File: src/rtl/triangle_projection_scheduler_if.sv
// triangle_projection_scheduler_if: mesh, projection-unit and output bundle.
// master is the scheduler side, slave the surrounding fabric.
interface triangle_projection_scheduler_if #(
  parameter int COORD_WIDTH = 32,
  parameter int ADDR_WIDTH  = 10
);
  logic                      frame_start;
  logic [ADDR_WIDTH-1:0]     tri_count;
  logic [ADDR_WIDTH-1:0]     mem_addr;
  logic [9*COORD_WIDTH-1:0]  mem_data;
  logic                      proj_start;
  logic [9*COORD_WIDTH-1:0]  proj_verts;
  logic                      proj_busy;
  logic                      proj_done;
  logic                      proj_valid;
  logic [1:0]                proj_status;
  logic [12*COORD_WIDTH-1:0] proj_result;
  logic [12*COORD_WIDTH-1:0] out_tri;
  logic                      out_valid;
  logic                      out_ready;
  logic                      busy;
  logic                      frame_done;
  logic [ADDR_WIDTH-1:0]     culled_count;
  logic [ADDR_WIDTH-1:0]     error_count;

  modport master (
    input  frame_start, tri_count, mem_data,
    input  proj_busy, proj_done, proj_valid,
    input  proj_status, proj_result, out_ready,
    output mem_addr, proj_start, proj_verts,
    output out_tri, out_valid, busy, frame_done,
    output culled_count, error_count
  );

  modport slave (
    output frame_start, tri_count, mem_data,
    output proj_busy, proj_done, proj_valid,
    output proj_status, proj_result, out_ready,
    input  mem_addr, proj_start, proj_verts,
    input  out_tri, out_valid, busy, frame_done,
    input  culled_count, error_count
  );
endinterface

File: src/rtl/triangle_projection_scheduler.sv
// triangle_projection_scheduler: walks mesh memory, issues projection jobs.
// Drop counters are built only when TRI_SCHED_STATS_EN is defined.
module triangle_projection_scheduler #(
  parameter int COORD_WIDTH  = 32,
  parameter int ADDR_WIDTH   = 10,
  parameter int READ_LATENCY = 2,
  parameter int FIFO_DEPTH   = 4
) (
  input logic clk_in,
  input logic rst_in,
  triangle_projection_scheduler_if.master bus
);
  localparam int RW = 12*COORD_WIDTH;
  localparam int PW = $clog2(FIFO_DEPTH);
  localparam int LW = $clog2(READ_LATENCY+1);
  localparam logic [ADDR_WIDTH-1:0] ONE = 1;

  typedef enum logic [2:0] {
    IDLE, FETCH, ISSUE, WAIT, COLLECT, FINISH
  } state_t;

  state_t state, state_n;

  logic [ADDR_WIDTH-1:0] idx, cnt;
  logic [LW-1:0]         lat;
  logic [RW-1:0]         res;
  logic                  res_valid;
  logic [1:0]            res_status;
  logic [RW-1:0]         fifo [FIFO_DEPTH];
  logic [PW:0]           wr_ptr, rd_ptr;
  logic full, empty, push, pop;
  logic last, fetch_done, advance;

  assign empty = (wr_ptr == rd_ptr);
  assign full  = (wr_ptr[PW] != rd_ptr[PW]) &&
                 (wr_ptr[PW-1:0] == rd_ptr[PW-1:0]);
  assign pop   = !empty && bus.out_ready;
  assign last  = ({1'b0, idx} + (ADDR_WIDTH+1)'(1)) ==
                 {1'b0, cnt};
  assign fetch_done = (state == FETCH) &&
                      (lat == LW'(READ_LATENCY));

  always_comb begin
    state_n = state;
    advance = 1'b0;
    push    = 1'b0;
    unique case (state)
      IDLE:
        if (bus.frame_start)
          state_n = (bus.tri_count == '0) ? FINISH : FETCH;
      FETCH:
        if (fetch_done) state_n = ISSUE;
      ISSUE:
        if (!bus.proj_busy && !bus.proj_done) state_n = WAIT;
      WAIT:
        if (bus.proj_done) state_n = COLLECT;
      COLLECT: begin
        // a push into a full FIFO is fine when the head pops this cycle
        advance = !res_valid || !full || pop;
        push    = advance && res_valid;
        if (advance) state_n = last ? FINISH : FETCH;
      end
      FINISH:
        state_n = IDLE;
      default:
        state_n = IDLE;
    endcase
  end

  always_ff @(posedge clk_in) begin
    if (rst_in) begin
      state          <= IDLE;
      idx            <= '0;
      cnt            <= '0;
      lat            <= '0;
      res            <= '0;
      res_valid      <= 1'b0;
      res_status     <= 2'd0;
      bus.mem_addr   <= '0;
      bus.proj_start <= 1'b0;
      bus.proj_verts <= '0;
      bus.busy       <= 1'b0;
      bus.frame_done <= 1'b0;
    end else begin
      state          <= state_n;
      bus.proj_start <= (state == ISSUE) && (state_n == WAIT);
      bus.frame_done <= (state == FINISH);
      if ((state == FETCH) && !fetch_done)
        lat <= lat + LW'(1);
      else
        lat <= '0;
      if ((state == IDLE) && bus.frame_start) begin
        cnt      <= bus.tri_count;
        idx      <= '0;
        bus.busy <= 1'b1;
        if (bus.tri_count != '0) bus.mem_addr <= '0;
      end
      if (fetch_done) bus.proj_verts <= bus.mem_data;
      if ((state == WAIT) && bus.proj_done) begin
        res        <= bus.proj_result;
        res_valid  <= bus.proj_valid;
        res_status <= bus.proj_status;
      end
      if (advance) begin
        idx <= idx + ONE;
        if (!last) bus.mem_addr <= idx + ONE;
      end
      if (state == FINISH) bus.busy <= 1'b0;
    end
  end

  always_ff @(posedge clk_in) begin
    if (push) fifo[wr_ptr[PW-1:0]] <= res;
  end

  always_ff @(posedge clk_in) begin
    if (rst_in) begin
      wr_ptr <= '0;
      rd_ptr <= '0;
    end else begin
      if (push) wr_ptr <= wr_ptr + (PW+1)'(1);
      if (pop)  rd_ptr <= rd_ptr + (PW+1)'(1);
    end
  end

  assign bus.out_valid = !empty;
  assign bus.out_tri   = empty ? '0 : fifo[rd_ptr[PW-1:0]];

`ifdef TRI_SCHED_STATS_EN
  logic [ADDR_WIDTH-1:0] culled, errors;

  always_ff @(posedge clk_in) begin
    if (rst_in || ((state == IDLE) && bus.frame_start)) begin
      culled <= '0;
      errors <= '0;
    end else if (advance && !res_valid) begin
      unique case (1'b1)
        (res_status == 2'd1):
          if (!(&culled)) culled <= culled + ONE;
        (res_status != 2'd1):
          if (!(&errors)) errors <= errors + ONE;
      endcase
    end
  end

  assign bus.culled_count = culled;
  assign bus.error_count  = errors;
`else
  logic unused_status;
  assign unused_status    = ^res_status;
  assign bus.culled_count = '0;
  assign bus.error_count  = '0;
`endif

endmodule

File: src/flat_wrapper.sv
// flat-port wrapper written by rule: the top's interface ports become plain ports
module triangle_projection_scheduler_flat 
#(
  parameter int COORD_WIDTH  = 32,
  parameter int ADDR_WIDTH   = 10,
  parameter int READ_LATENCY = 2,
  parameter int FIFO_DEPTH   = 4
)
  (clk_in, rst_in, bus_frame_start, bus_tri_count, bus_mem_data, bus_proj_busy, bus_proj_done, bus_proj_valid, bus_proj_status, bus_proj_result, bus_out_ready, bus_mem_addr, bus_proj_start, bus_proj_verts, bus_out_tri, bus_out_valid, bus_busy, bus_frame_done, bus_culled_count, bus_error_count);
  triangle_projection_scheduler_if #(.COORD_WIDTH(COORD_WIDTH), .ADDR_WIDTH(ADDR_WIDTH)) bus_i ();
  input logic clk_in;
  input logic rst_in;
  input wire logic [$bits(bus_i.frame_start)-1:0] bus_frame_start;
  input wire logic [$bits(bus_i.tri_count)-1:0] bus_tri_count;
  input wire logic [$bits(bus_i.mem_data)-1:0] bus_mem_data;
  input wire logic [$bits(bus_i.proj_busy)-1:0] bus_proj_busy;
  input wire logic [$bits(bus_i.proj_done)-1:0] bus_proj_done;
  input wire logic [$bits(bus_i.proj_valid)-1:0] bus_proj_valid;
  input wire logic [$bits(bus_i.proj_status)-1:0] bus_proj_status;
  input wire logic [$bits(bus_i.proj_result)-1:0] bus_proj_result;
  input wire logic [$bits(bus_i.out_ready)-1:0] bus_out_ready;
  output wire logic [$bits(bus_i.mem_addr)-1:0] bus_mem_addr;
  output wire logic [$bits(bus_i.proj_start)-1:0] bus_proj_start;
  output wire logic [$bits(bus_i.proj_verts)-1:0] bus_proj_verts;
  output wire logic [$bits(bus_i.out_tri)-1:0] bus_out_tri;
  output wire logic [$bits(bus_i.out_valid)-1:0] bus_out_valid;
  output wire logic [$bits(bus_i.busy)-1:0] bus_busy;
  output wire logic [$bits(bus_i.frame_done)-1:0] bus_frame_done;
  output wire logic [$bits(bus_i.culled_count)-1:0] bus_culled_count;
  output wire logic [$bits(bus_i.error_count)-1:0] bus_error_count;
  assign bus_i.frame_start = bus_frame_start;
  assign bus_i.tri_count = bus_tri_count;
  assign bus_i.mem_data = bus_mem_data;
  assign bus_i.proj_busy = bus_proj_busy;
  assign bus_i.proj_done = bus_proj_done;
  assign bus_i.proj_valid = bus_proj_valid;
  assign bus_i.proj_status = bus_proj_status;
  assign bus_i.proj_result = bus_proj_result;
  assign bus_i.out_ready = bus_out_ready;
  assign bus_mem_addr = bus_i.mem_addr;
  assign bus_proj_start = bus_i.proj_start;
  assign bus_proj_verts = bus_i.proj_verts;
  assign bus_out_tri = bus_i.out_tri;
  assign bus_out_valid = bus_i.out_valid;
  assign bus_busy = bus_i.busy;
  assign bus_frame_done = bus_i.frame_done;
  assign bus_culled_count = bus_i.culled_count;
  assign bus_error_count = bus_i.error_count;
  triangle_projection_scheduler #(.COORD_WIDTH(COORD_WIDTH), .ADDR_WIDTH(ADDR_WIDTH), .READ_LATENCY(READ_LATENCY), .FIFO_DEPTH(FIFO_DEPTH)) u_core (.clk_in(clk_in), .rst_in(rst_in), .bus(bus_i));
endmodule
File: config.mk
export PLATFORM = sky130hd
export DESIGN_NAME = triangle_projection_scheduler_flat
export DESIGN_NICKNAME = d
export VERILOG_FILES = /design/src/rtl/triangle_projection_scheduler_if.sv /design/src/rtl/triangle_projection_scheduler.sv /design/src/flat_wrapper.sv
export SDC_FILE = /design/constraint.sdc
export NUM_CORES = 2
export LEC_CHECK = 0
export ABC_AREA = 1
export BUFFER_PORTS_ARGS = -buffer_cell sky130_fd_sc_hd__buf_2
export CELL_PAD_IN_SITES_DETAIL_PLACEMENT = 0
export CELL_PAD_IN_SITES_GLOBAL_PLACEMENT = 2
export CORE_AREA = 2 2 540 542
export CTS_BUF_LIST = sky130_fd_sc_hd__clkbuf_8
export DETAILED_ROUTE_END_ITERATION = 7
export DIE_AREA = 0 0 542 544
export PLACE_DENSITY_LB_ADDON = 0.1
export SLEW_MARGIN = 40
export SYNTH_ARGS = -nofsm -noshare
export SYNTH_HDL_FRONTEND = slang
export SYNTH_SLANG_ARGS = --single-unit
File: constraint.sdc
create_clock -name clk_in -period 35.4 [get_ports clk_in]
set_clock_uncertainty 0.2 [all_clocks]
set_input_delay 3.54 -clock clk_in [delete_from_list [all_inputs] [get_ports clk_in]]
set_output_delay 3.54 -clock clk_in [all_outputs]
set_load 0.02 [all_outputs]
# After elaboration in Yosys (flattened, before gate mapping)
# Memories as Yosys holds them, arrays and structs flattened. A register that Yosys moved wholly into a read port is not among the register bits.
# Cells that the tools add are included.
dict set report word_totals {
  elab_cells 75
  memories 1
  in_bits 691
  out_inout_bits 706
  ff_bits 717
  mem_bits_rw 1536
}
# memory words width rd rd_ports_with_merged_regs wr line
set mem_list {}
lappend mem_list {u_core.fifo 4 384 1 1 1 triangle_projection_scheduler.sv:29} ;# logic [RW-1:0] fifo [FIFO_DEPTH];
dict set report classes {
  addsub 5
  mux 21
  n_eq_ne 11
  n_bitwise 1
  n_reduce_logical 23
}
# op count
set ops {}
lappend ops {{$mux 384} 1}
lappend ops {{$mux 10} 6}
lappend ops {{$mux 3} 7}
lappend ops {{$pmux 3 s5} 1}
lappend ops {{$add 10x1->11 const B} 1}
lappend ops {{$eq 11x10->1} 1}
lappend ops {{$add 10x1->10 const B} 1}
lappend ops {{$logic_not 10->1} 1}
lappend ops {{$reduce_bool 10->1} 1}
lappend ops {{$eq 3x2->1 const B} 3}
lappend ops {{$logic_and 1x1->1} 9}
lappend ops {{$add 3x1->3 const B} 2}
lappend ops {{$eq 3x3->1 const B} 2}
lappend ops {{$logic_not 1->1} 6}
lappend ops {{$mux 1} 4}
lappend ops {{$mux 2} 2}
lappend ops {{$reduce_or 2->1} 2}
lappend ops {{$eq 3x1->1 const B} 1}
lappend ops {{$eq 3x3->1} 1}
lappend ops {{$logic_not 3->1} 1}
lappend ops {{$add 2x1->2 const B} 1}
lappend ops {{$eq 2x2->1} 1}
lappend ops {{$eq 2x2->1 const B} 1}
lappend ops {{$logic_or 1x1->1} 2}
lappend ops {{3 further kinds} 3}

# Longest topological paths before layout
dict set report logic_depth {
  depth_word 9
  depth_mapped 14
  depth_no_buf 14
}

# Least setup slack after synthesis
# OpenSTA, ideal clock, no wires.
dict set report synth_timing {
  kind {in2reg}
  startpoint {input bus_out_ready}
  endpoint {memory u_core.fifo[3][0] (netlist bit) (enable)}
  t_required_ps 34060
  setup_slack_ps 14057
  path_stages 6
  path_buffers 0
  arrival_ps 20003
  setup_time_ps 1140
  path_cell_list {nor3_1 -> nand2_1 -> nand3_1 -> inv_1 -> nand2_2 -> nor2_1}
}
dict set report synth_via {
  elab_chain_cells 6
}
# element line
set synth_rtl {}
lappend synth_rtl {{from (decl)} flat_wrapper.sv:21} ;# input wire logic [$bits(bus_i.out_ready)-1:0] bus_out_ready;
lappend synth_rtl {{$logic_and 1x1->1} triangle_projection_scheduler.sv:37} ;# assign pop = !empty && bus.out_ready;
lappend synth_rtl {{$logic_or 1x1->1} triangle_projection_scheduler.sv:59} ;# advance = !res_valid || !full || pop;
lappend synth_rtl {{$logic_and 1x1->1} triangle_projection_scheduler.sv:60} ;# push = advance && res_valid;
lappend synth_rtl {{$mux 1} triangle_projection_scheduler.sv:47} ;# unique case (state)
lappend synth_rtl {{$mux 1} triangle_projection_scheduler.sv:113} ;# if (push) fifo[wr_ptr[PW-1:0]] <= res;
lappend synth_rtl {{$mux 1 (implied by the code)} triangle_projection_scheduler.sv:113}
lappend synth_rtl {{to (decl)} triangle_projection_scheduler.sv:29}
# No other way between the ends.

==> out/metrics.yaml <==
seq_area_frac_synth: 0.705
portBuffers: 1374
finalCritPeriodShare: 0.247
crit_type: "flip-flop to output pin"
avgSynthCellArea_um2: 10.9
timing.slew.headroom: 0.400
detail-route-antenna-nets: 0
r2r_cells: 12
synth_flop_cell: "edfxtp_1"
synth-edff-count: 1536
grt_pass1_vias: 62538
design.die.area_um2: 295000
vias_per_cell: 4.86
seqCellArea_um2: 60500
drc: 0
num_io_pins: 1397
utilization: 0.361
ctsResizeCount: 0
initial_core_util: 0.296
ys_ff_latch: 2255
final_layout_size_suffix_gt1_frac: 0.212
power.density_nw_per_um2: 53.4
hold_depth: 1
h-tree-depth: 5
slew_viol_final: 0
grt_pass1_wl_um: 488000
crit_fanout: 119
vdd.ir_drop.worst_mv: 0.0277
antenna_found_initial: 184
root_buffer: "clkbuf_8"
fp.dieH_um: 544
hold_path_end: "u_core.lat[0]"
clkLatencyLatePin_ns: 1.06
rsz0062_at_grt: "false"
grt_overflow_total: 0
hpwl_um: 233000
hold_buffers: 0
clk_pin_slew_ns: 0.05
fmax_mhz: 114
crit_top_cell: "buf_4"
async_reset_ff_frac: 0
numCtsBuffers: 405
clk_path_buf_depth: 4
cp-start-kind: "flip-flop"
critical_path.cell_chain: "inv_12, buf_4, buf_6, buf_4, nor2_1, o32ai_1, nand2_1, inv_1, buf_2"
hold_class: "flip-flop to flip-flop"
fillers: 29355
final_nets: 9869
rows: 198
grt_max_degree: 194
min-delay-start: "u_core.lat[0]"
rrSetupSlack_ns: 29.91
finalHoldViolations: 0
syn2layout_area_growth_pct: 21.9
worst_ep_required_time_ns: 31.66
multi_input_area_um2: 21300
drv_cap: 0
wire_per_inst_um: 26.5
synth_warnings: 0
postCtsSetupBuffers: 0
fin_tns_setup_ns: 0
cts.sinks: 2255
critPathSlowestCell: "buf_4"
synthDistinctLibCells: 31
fin_crit_ns: 8.75
routed_wl_um: 354000
firstDrtPassIters: 6
die_w_um: 542
setup_violations: 0
place_congestion: 0.982
vias: 64934
status: "finished clean"
synthesis.area_um2: 85800
crit_arrival_ns: 5.01
rr_startpoint: "u_core.wr_ptr[1]"
end_kind: "output pin"
slowest_delay_ns: 0.73
grt.total_usage: 0.231
syn-instance-count: 7863
leakage_nw: 43.7
drt_iter0_drc: 4408
worstMarginPinSlew_ns: 0.900
rr_endpoint: "u_core.fifo[3][223]"
core_um2: 289000
tritoncts: "done"
==> synth_stat cells, types with 2 or more instances <==
cell type | number | area (um^2)
nor2_1 | 1770 | 6640
buf_2 | 115 | 576
nand2_2 | 4 | 25.0
nor2_2 | 2 | 12.5
clkbuf_1 | 433 | 1630
a21boi_0 | 2 | 15.0
nor4_1 | 3 | 18.8
nor2_4 | 2 | 22.5
dfxtp_1 | 719 | 14400
inv_1 | 433 | 1630
nand3_1 | 413 | 2070
o21ai_0 | 692 | 3460
o32ai_1 | 384 | 3360
ha_1 | 7 | 87.6
buf_1 | 19 | 71.3
nand3b_1 | 3 | 22.5
nand2_1 | 870 | 3270
buf_4 | 22 | 165
edfxtp_1 | 1536 | 46100
inv_2 | 2 | 7.51
a21oi_1 | 419 | 2100
o21a_1 | 4 | 30.0
==> power by group <==
group          switching (mW)  internal, mW
Clock                    1.12          1.25
Combinational           0.305         0.119
Sequential            0.00683          2.79
==> cells in the final DEF (no fill, tap or decap), types with 2 or more instances in the layout <==
cell / count
a21boi_0: 2
a21oi_1: 419
buf_12: 19
buf_16: 17
buf_2: 1372
buf_4: 30
buf_6: 32
buf_8: 2
bufinv_16: 7
clkbuf_8: 466
clkinv_1: 68
clkinv_2: 32
clkinv_8: 8
clkinvlp_4: 3
conb_1: 20
dfxtp_1: 717
dfxtp_4: 2
diode_2: 39
edfxtp_1: 1536
ha_1: 7
inv_1: 586
inv_12: 5
inv_6: 4
inv_8: 5
nand2_1: 868
nand2_2: 4
nand2_4: 2
nand3_1: 413
nand3b_1: 3
nor2_1: 1765
nor2_4: 8
nor4_1: 3
o21a_1: 4
o21ai_0: 692
o32ai_1: 384
==> through the flow <==
stage	area (um^2)	total power, mW	hold slack, ns	cells	setup slack [ns]
after global routing	105000	5.81	0.234	13331	26.15
after detailed placement	96500	3.28	0.204	12560	26.72
after CTS	104000	5.67	0.212	13310	26.39
final	105000	5.58	0.209	13353	26.65
after floorplan	85900	3.09	0.191	7882	14.06
after global placement	96000	3.27	0.199	12545	26.84
==> worst max path at each step <==
stage / start / endpoint / slack [ns] / cells after the start
2_1_floorplan: bus_out_ready / u_core.fifo[3][0] / 14.06 / 6
3_5_place_dp: bus_out_ready / u_core.fifo[3][219] / 26.72 / 11
4_1_cts: flip-flop / bus_out_tri[329] / 26.39 / 9
5_1_grt: flip-flop / bus_out_tri[332] / 26.15 / 9
3_3_place_gp: bus_out_ready / u_core.fifo[3][222] / 26.84 / 10
6_report: flip-flop / bus_out_tri[324] / 26.65 / 9
==> worst max-delay path: cells and delay by family, from the launching register on <==
kind	cells	cell delay [ns]
buf+inv	6	2.73
simple gates	2	0.21
compound gates	1	0.25
flops	1	0.49
==> cells by family (layout without fill, tap and decap cells) <==
group / after synthesis / count (layout) / share of synthesized area
xor+xnor: 2 / 2 / 0.000204
compound gates: 1503 / 1503 / 0.105
buf+inv: 1025 / 2657 / 0.0476
flops: 2255 / 2255 / 0.705
other cells: 1 / 59 / 0.0000437
fa+ha+maj: 7 / 7 / 0.00102
simple gates: 3070 / 3070 / 0.141
==> sequential cells by signal, indices dropped and copies added (netlist names), named ones only <==
name                   flops
u_core.cnt                10
u_core.rd_ptr              3
u_core.bus.busy            1
u_core.res_valid           1
u_core.lat                 2
u_core.bus.proj_start      1
u_core.idx                10
u_core.bus.proj_verts    288
u_core.wr_ptr              3
u_core.state               3
u_core.fifo             1536
u_core.bus.mem_addr       10
u_core.bus.frame_done      1
u_core.res               384
==> cell type report <==
class | count | area share
multi-input cells | 4602 | 0.204
flip-flops and latches | 2255 | 0.579
repair buffers | 1472 | 0.0796
inverters | 435 | 0.0160
diodes | 39 | 0.000933
well taps | 3800 | 0.0455
clock inverters | 284 | 0.0142
clock buffers | 466 | 0.0613
==> layer usage <==
layer / vias to the layer above / wire length, um / GRT usage
met5: - / 760 / 0
met4: 122 / 16300 / 0.0941
met3: 703 / 24400 / 0.0592
met2: 2122 / 169000 / 0.388
met1: 32051 / 144000 / 0.282
li1: 29936 / - / -
Note: power is estimated with default switching activity, not from simulation.
